`src/rtl/i2s_rx_deserializer.sv`:
```
// rtl/i2s_rx_deserializer.sv - I2S slave receiver: sclk/ws/sd recovery, left/right word deserialization, valid/ready frame output
module i2s_rx_deserializer #(
  parameter int DATA_WIDTH   = 8,
  parameter int MAXIMUM_SIZE = 4
) (
  input  logic                                 clk,
  input  logic                                 rst,
  input  logic                                 en,
  input  logic [5:0]                           num_of_bits,
  input  logic                                 stereo,
  input  logic                                 sclk,
  input  logic                                 ws,
  input  logic                                 sd,
  output logic [DATA_WIDTH*MAXIMUM_SIZE-1:0]   left_data,
  output logic [DATA_WIDTH*MAXIMUM_SIZE-1:0]   right_data,
  output logic                                 out_valid,
  input  logic                                 out_ready,
  output logic                                 overflow,
  output logic [2:0]                           rx_state
);

  localparam int W = DATA_WIDTH * MAXIMUM_SIZE;

  typedef enum logic [2:0] {
    IDLE          = 3'd2,
    LEFT_CHANNEL  = 3'd3,
    RIGHT_CHANNEL = 3'd4
  } state_t;

  state_t         state, state_nx;
  logic           sclk_m, sclk_s, sclk_d, ws_m, ws_s, sd_m, sd_s;
  logic           sclk_rise, boundary, take;
  logic           ws_prev;
  logic [W-1:0]   shift, shift_nx, sh_in, word, left_hold, hold_nx;
  logic [5:0]     bit_cnt, cnt_nx, cnt_in, nbits_l, nbits_nx, nbits_in;
  logic           stereo_l, stereo_nx;
  logic           frame_done;
  logic [W-1:0]   frame_left, frame_right;

  always_ff @(posedge clk or negedge rst) begin
    if (!rst) begin
      {sclk_m, sclk_s, sclk_d} <= '0;
      {ws_m, ws_s, sd_m, sd_s} <= '0;
    end else begin
      sclk_m <= sclk;
      sclk_s <= sclk_m;
      sclk_d <= sclk_s;
      ws_m   <= ws;
      ws_s   <= ws_m;
      sd_m   <= sd;
      sd_s   <= sd_m;
    end
  end

  assign sclk_rise = sclk_s & ~sclk_d;
  assign boundary  = ws_s ^ ws_prev;
  assign rx_state  = state;
  assign nbits_in  = (num_of_bits == 6'd0 || {1'b0, num_of_bits} > 7'(W)) ? 6'(W) : num_of_bits;

  // The boundary-edge bit still belongs to the outgoing word; short words are padded with zero LSBs.
  assign take   = bit_cnt < nbits_l;
  assign sh_in  = take ? {shift[W-2:0], sd_s} : shift;
  assign cnt_in = take ? bit_cnt + 6'd1 : bit_cnt;
  assign word   = sh_in << (nbits_l - cnt_in);

  always_comb begin
    state_nx    = state;
    shift_nx    = shift;
    cnt_nx      = bit_cnt;
    hold_nx     = left_hold;
    nbits_nx    = nbits_l;
    stereo_nx   = stereo_l;
    frame_done  = 1'b0;
    frame_left  = word;
    frame_right = '0;
    if (!en) begin
      state_nx = IDLE;
      shift_nx = '0;
      cnt_nx   = '0;
    end else if (sclk_rise) begin
      case (state)
        IDLE: begin
          if (ws_prev && !ws_s) begin
            state_nx  = LEFT_CHANNEL;
            nbits_nx  = nbits_in;
            stereo_nx = stereo;
            shift_nx  = '0;
            cnt_nx    = '0;
          end
        end
        LEFT_CHANNEL: begin
          if (boundary) begin
            hold_nx    = word;
            frame_done = !stereo_l;
            state_nx   = RIGHT_CHANNEL;
            shift_nx   = '0;
            cnt_nx     = '0;
          end else begin
            shift_nx = sh_in;
            cnt_nx   = cnt_in;
          end
        end
        RIGHT_CHANNEL: begin
          if (boundary) begin
            frame_done  = stereo_l;
            frame_left  = left_hold;
            frame_right = word;
            state_nx    = LEFT_CHANNEL;
            nbits_nx    = nbits_in;
            stereo_nx   = stereo;
            shift_nx    = '0;
            cnt_nx      = '0;
          end else begin
            shift_nx = sh_in;
            cnt_nx   = cnt_in;
          end
        end
        default: state_nx = IDLE;
      endcase
    end
  end

  always_ff @(posedge clk or negedge rst) begin
    if (!rst) state <= IDLE;
    else      state <= state_nx;
  end

  always_ff @(posedge clk or negedge rst) begin
    if (!rst) begin
      shift     <= '0;
      bit_cnt   <= '0;
      left_hold <= '0;
      nbits_l   <= '0;
      stereo_l  <= 1'b0;
      ws_prev   <= 1'b0;
    end else begin
      shift     <= shift_nx;
      bit_cnt   <= cnt_nx;
      left_hold <= hold_nx;
      nbits_l   <= nbits_nx;
      stereo_l  <= stereo_nx;
      if (sclk_rise) ws_prev <= ws_s;
    end
  end

  always_ff @(posedge clk or negedge rst) begin
    if (!rst) begin
      left_data  <= '0;
      right_data <= '0;
      out_valid  <= 1'b0;
      overflow   <= 1'b0;
    end else begin
      overflow <= 1'b0;
      if (frame_done) begin
        if (!out_valid || out_ready) begin
          left_data  <= frame_left;
          right_data <= frame_right;
          out_valid  <= 1'b1;
        end else begin
          overflow <= 1'b1;
        end
      end else if (out_valid && out_ready) begin
        out_valid <= 1'b0;
      end
    end
  end

endmodule
```
`config.mk`:
```
export PLATFORM = sky130hd
export DESIGN_NAME = i2s_rx_deserializer
export DESIGN_NICKNAME = d
export VERILOG_FILES = /design/src/rtl/i2s_rx_deserializer.sv
export SDC_FILE = /design/constraint.sdc
export NUM_CORES = 1
export LEC_CHECK = 0
export ABC_AREA = 1
export CAP_MARGIN = 0
export CORE_ASPECT_RATIO = 1.25
export CORE_MARGIN = 1
export CORE_UTILIZATION = 43
export CTS_CLUSTER_DIAMETER = 80
export DETAILED_ROUTE_END_ITERATION = 8
export PLACE_DENSITY = 0.71
export RECOVER_POWER = 25
export SLEW_MARGIN = 20
export SYNTH_ARGS = -nofsm -noshare
export SYNTH_HDL_FRONTEND = slang
export SYNTH_SLANG_ARGS = --single-unit
```
`constraint.sdc`:
```
create_clock -name clk -period 5.6 [get_ports clk]
set_input_delay 1.68 -clock clk [delete_from_list [all_inputs] [get_ports clk]]
set_output_delay 1.68 -clock clk [all_outputs]
set_load 0.005 [all_outputs]
```
==> impl.org <==
** Status
- Status :: finished, violations left
- Violations in the final reports :: capacitance limit, slew limit

** GRT
- Largest net degree at the start of global routing :: 85
- Grt ovf :: 0
- First-pass GRT wire length :: between 40 and 50 mm
- Global router's overall resource usage :: 24.6%
- Antenna violations before repair :: 0
- Number of global-route vias before repair :: 8,086

** Clocking
- Clk Latency, worst-skew pair :: around 0.44 ns
- Buffers inserted to repair hold after CTS numbered 0.
- In this run the deepest clock path goes through 2 buffers.
- Clock-pin slew was measured on the worst setup and hold paths at ~0.07 ns.
- CTS placed an instance of sky130_fd_sc_hd__clkbuf_16 at the clock tree root.
- Total setup buffers inserted after CTS :: 0
- Cts repair resizes :: 0
- TritonCTS clock tree :: done
- CTS HTree Levels :: 4
- Clock buffers created by TritonCTS :: 17
- Clock sink total :: ~150

** STA
- In the final timing run, aggregate negative setup slack is 0 ns.
- Across the routed clock network, the largest skew measured is roughly 0.015 ns.
- Min Tclk post-route :: 4.43 ns
- Remaining max-slew budget at the tightest pin :: -40.9%
- Slew at the pin with the worst max-slew slack :: approximately 2.1 ns
- The count of final max-slew check failures is between 100 and 150.
- In the finished design, the share of the clock period the worst path needs comes to about 80%.
- Total of endpoints with negative setup slack in the final report :: 0
- Setup repair after global routing left no endpoint under its margin.
- Fin. Hold Viols :: 0
- For this run, the top clock speed supported by timing is roughly 230 MHz.

** Setup path
- STA classifies the critical path startpoint as an input port.
- Of all nets on the critical path, the largest fanout is 84.
- The critical path runs through a total of 2 cells.
- Chain of cells forming the critical path :: clkbuf_2, clkbuf_1
- Number of buffer and inverter stages on the critical path :: 2
- The endpoint identified for the worst register-to-register timing path is right_data[29]$_DFFE_PN0P_.
- The cell family contributing the most delay on the critical path is buffers and inverters.
- Number of cells traversed by the worst register-to-register path :: 17
- The worst register-to-register path begins at bit_cnt[5]$_DFFE_PN0P_.
- Data required time of the critical path :: around 5.8 ns
- Crit path DAT :: between 4 and 5 ns
- The worst setup path is captured at an async pin.
- Slowest cell on the critical path :: sky130_fd_sc_hd__clkbuf_2
- Crit path kind :: input port to async pin
- For flop-to-flop paths, the worst setup slack is around 1.4 ns.
- On the worst path, the slowest cell contributes a delay of 1.48 ns.

** Yosys
- Cell Area, Synth :: approximately 0.0088 mm2
- Mean area per synthesized cell :: around 7.5 um2
- Counting flops with an async set or reset pin after synthesis yields a share of 100%.
- Synth Flop Type :: sky130_fd_sc_hd__dfrtp_1
- Counting flops with a built-in enable in the synthesized netlist gives 0.
- The netlist uses between 40 and 50 different library cells.
- Cell count after synthesis :: about 1,200
- Yosys printed 0 warnings.
- The number of nets handed over by synthesis was 1,200.
- Yosys reg bits :: roughly 150
- Sequential cells were found to cover between 40 and 50% of the synthesized design area.

** Die
- Die area :: around 0.021 mm2
- Horizontal die dimension :: approximately 130 um
- Die height :: 162 um
- Number of placement rows :: slightly below 60
- The initial utilization of the core area, before any placement, comes to 43.8%.
- I/O Pins :: 83
- Floorplan core area :: ~0.020 mm2

** Worst hold path
- The path with the worst hold slack has its endpoint at sd_s$_DFF_PN0_.
- HP Start :: sd_m$_DFF_PN0_
- The worst hold path belongs to the class flip-flop to flip-flop.
- The worst hold path was traced through 0 stages.

** Route
- After detailed routing, the number of vias per cell comes to between 5 and 6.
- Total routed wirelength :: about 24 mm
- For this run, design rule violations remaining after detail routing come to 0.
- Vias :: between 8,000 and 9,000
- In this run the remaining antenna-violating nets after routing total 0.
- For this block, the initial DRC count from the detailed router was just over 700.
- Before antenna repair, the detailed router went through 5 iterations.
- Average wire length per cell after detail routing :: 16.2 um

** Place
- Routability-driven placement finished with a final weighted congestion of 0.963.
- Port Buffers :: 82
- The HPWL after detailed placement is 17.0 mm.

** Final layout
- Area grow syn2layout :: 18.7%
- The repair_antennas step left the layout with diodes totalling 0.
- Nets :: between 1,000 and 1,500
- Of the cells placed in the final design, the portion with a size suffix greater than 1 is 7.89%.

** Flow run
- Max-cap violations in this run came to 2.
==> worst register-to-register path: stages, from the launching register on <==
cell                       delay [ns]
sky130_fd_sc_hd__dfrtp_1         0.44
sky130_fd_sc_hd__ha_1            0.32
sky130_fd_sc_hd__nand2_1         0.08
sky130_fd_sc_hd__nor2_1          0.15
sky130_fd_sc_hd__nand2_2         0.09
sky130_fd_sc_hd__nand2_4         0.08
sky130_fd_sc_hd__buf_4           0.39
sky130_fd_sc_hd__o21ai_0         0.21
sky130_fd_sc_hd__fa_1            0.54
sky130_fd_sc_hd__clkinv_1        0.65
sky130_fd_sc_hd__buf_4           0.43
sky130_fd_sc_hd__nand3_1         0.11
sky130_fd_sc_hd__nand3_1         0.08
sky130_fd_sc_hd__nand3_1         0.09
sky130_fd_sc_hd__nand3_1         0.13
sky130_fd_sc_hd__nand2_1         0.21
sky130_fd_sc_hd__nand2_1         0.08
sky130_fd_sc_hd__nand2_1         0.09
==> how the worst max path moves through the flow <==
stage                            from                    endpoint
6_report                          rst      bit_cnt[2]$_DFFE_PN0P_
5_1_grt                           rst      bit_cnt[0]$_DFFE_PN0P_
4_1_cts        bit_cnt[5]$_DFFE_PN0P_  right_data[28]$_DFFE_PN0P_
3_5_place_dp                       en   left_data[13]$_DFFE_PN0P_
3_3_place_gp                       en  right_data[17]$_DFFE_PN0P_
2_1_floorplan  bit_cnt[5]$_DFFE_PN0P_   left_data[15]$_DFFE_PN0P_
==> routing by layer <==
metal / share of wire (%) / vias up / GRT usage (%)
li1: - / 4098 / -
met1: 42 / 4047 / 31.1
met2: 51 / 276 / 42.3
met3: 4.3 / 49 / 3.23
met4: 3.0 / 0 / 9.94
met5: 0 / - / 0
==> cells by family (layout without fill, tap and decap cells) <==
| kind of cell | count (synthesis) | in the layout | share of synthesized area [%] |
|---|---|---|---|
| AOI/OAI and AO/OA | 141 | 141 | 10.0 |
| xor gates and xnor gates | 9 | 9 | 1.28 |
| adders and majority gates | 13 | 13 | 1.93 |
| buffers and inverters | 158 | 227 | 7.27 |
| DFF | 154 | 154 | 43.8 |
| and+or+nand+nor | 698 | 698 | 35.7 |
==> synthesized netlist by cell type (all sizes together), types with 6 or more instances <==
| library cell | instances | area share, % |
|---|---|---|
| nand2 | 335 | 14 |
| nand3 | 325 | 19 |
| dfrtp | 153 | 44 |
| inv | 84 | 3.6 |
| o21ai | 60 | 3.7 |
| clkbuf | 42 | 1.8 |
| o22ai | 34 | 2.4 |
| a22oi | 30 | 2.6 |
| buf | 30 | 1.8 |
| nor2 | 20 | 1.0 |
| a21oi | 12 | 0.85 |
| ha | 12 | 1.7 |
| nand4 | 11 | 0.95 |
| xor2 | 6 | 0.90 |
==> placed cells by master, fill, tap and decap left out, drive strengths merged, types with 2 or more instances in the layout <==
cell type / instances
nand2: 335
nand3: 325
dfrtp: 153
inv: 94
clkdlybuf4s50: 78
o21ai: 60
o22ai: 34
a22oi: 30
buf: 26
nor2: 20
clkbuf: 19
ha: 12
a21oi: 12
nand4: 11
clkinv: 7
xor2: 6
and2: 3
dlygate4sd3: 3
nor3: 3
xnor2: 3
a21boi: 2
==> sequential cells by signal, summed over array words and instances, names as in the netlist, 3 cells and up <==
signal,cells
left_data,32
bit_cnt,6
left_hold,32
rx_state,3
right_data,32
nbits_l,6
shift,32
==> through the flow <==
stage                     instances  hold slack [ns]  setup WS (ns)  utilization [%]  area [um2]
final                          1512            0.350           1.17             52.0       10400
after global routing           1512            0.364          0.492             52.0       10400
after CTS                      1512            0.353           1.35             52.0       10500
after detailed placement       1480            0.336           1.31             49.1        9870
after global placement         1480            0.332           1.40             49.1        9870
after floorplan                1173            0.331           2.17                -        8800
==> final cells by class <==
cell class,instances,area [um2]
clock buffers,17,425
clock inverters,15,163
flip-flops and latches,154,3850
repair buffers,109,1010
fillers,1931,9650
multi-input cells,861,4330
well taps,270,338
inverters,86,323
Power is not shown: default switching activity piles up to over one toggle a cycle in this logic, so the estimate is an artifact.
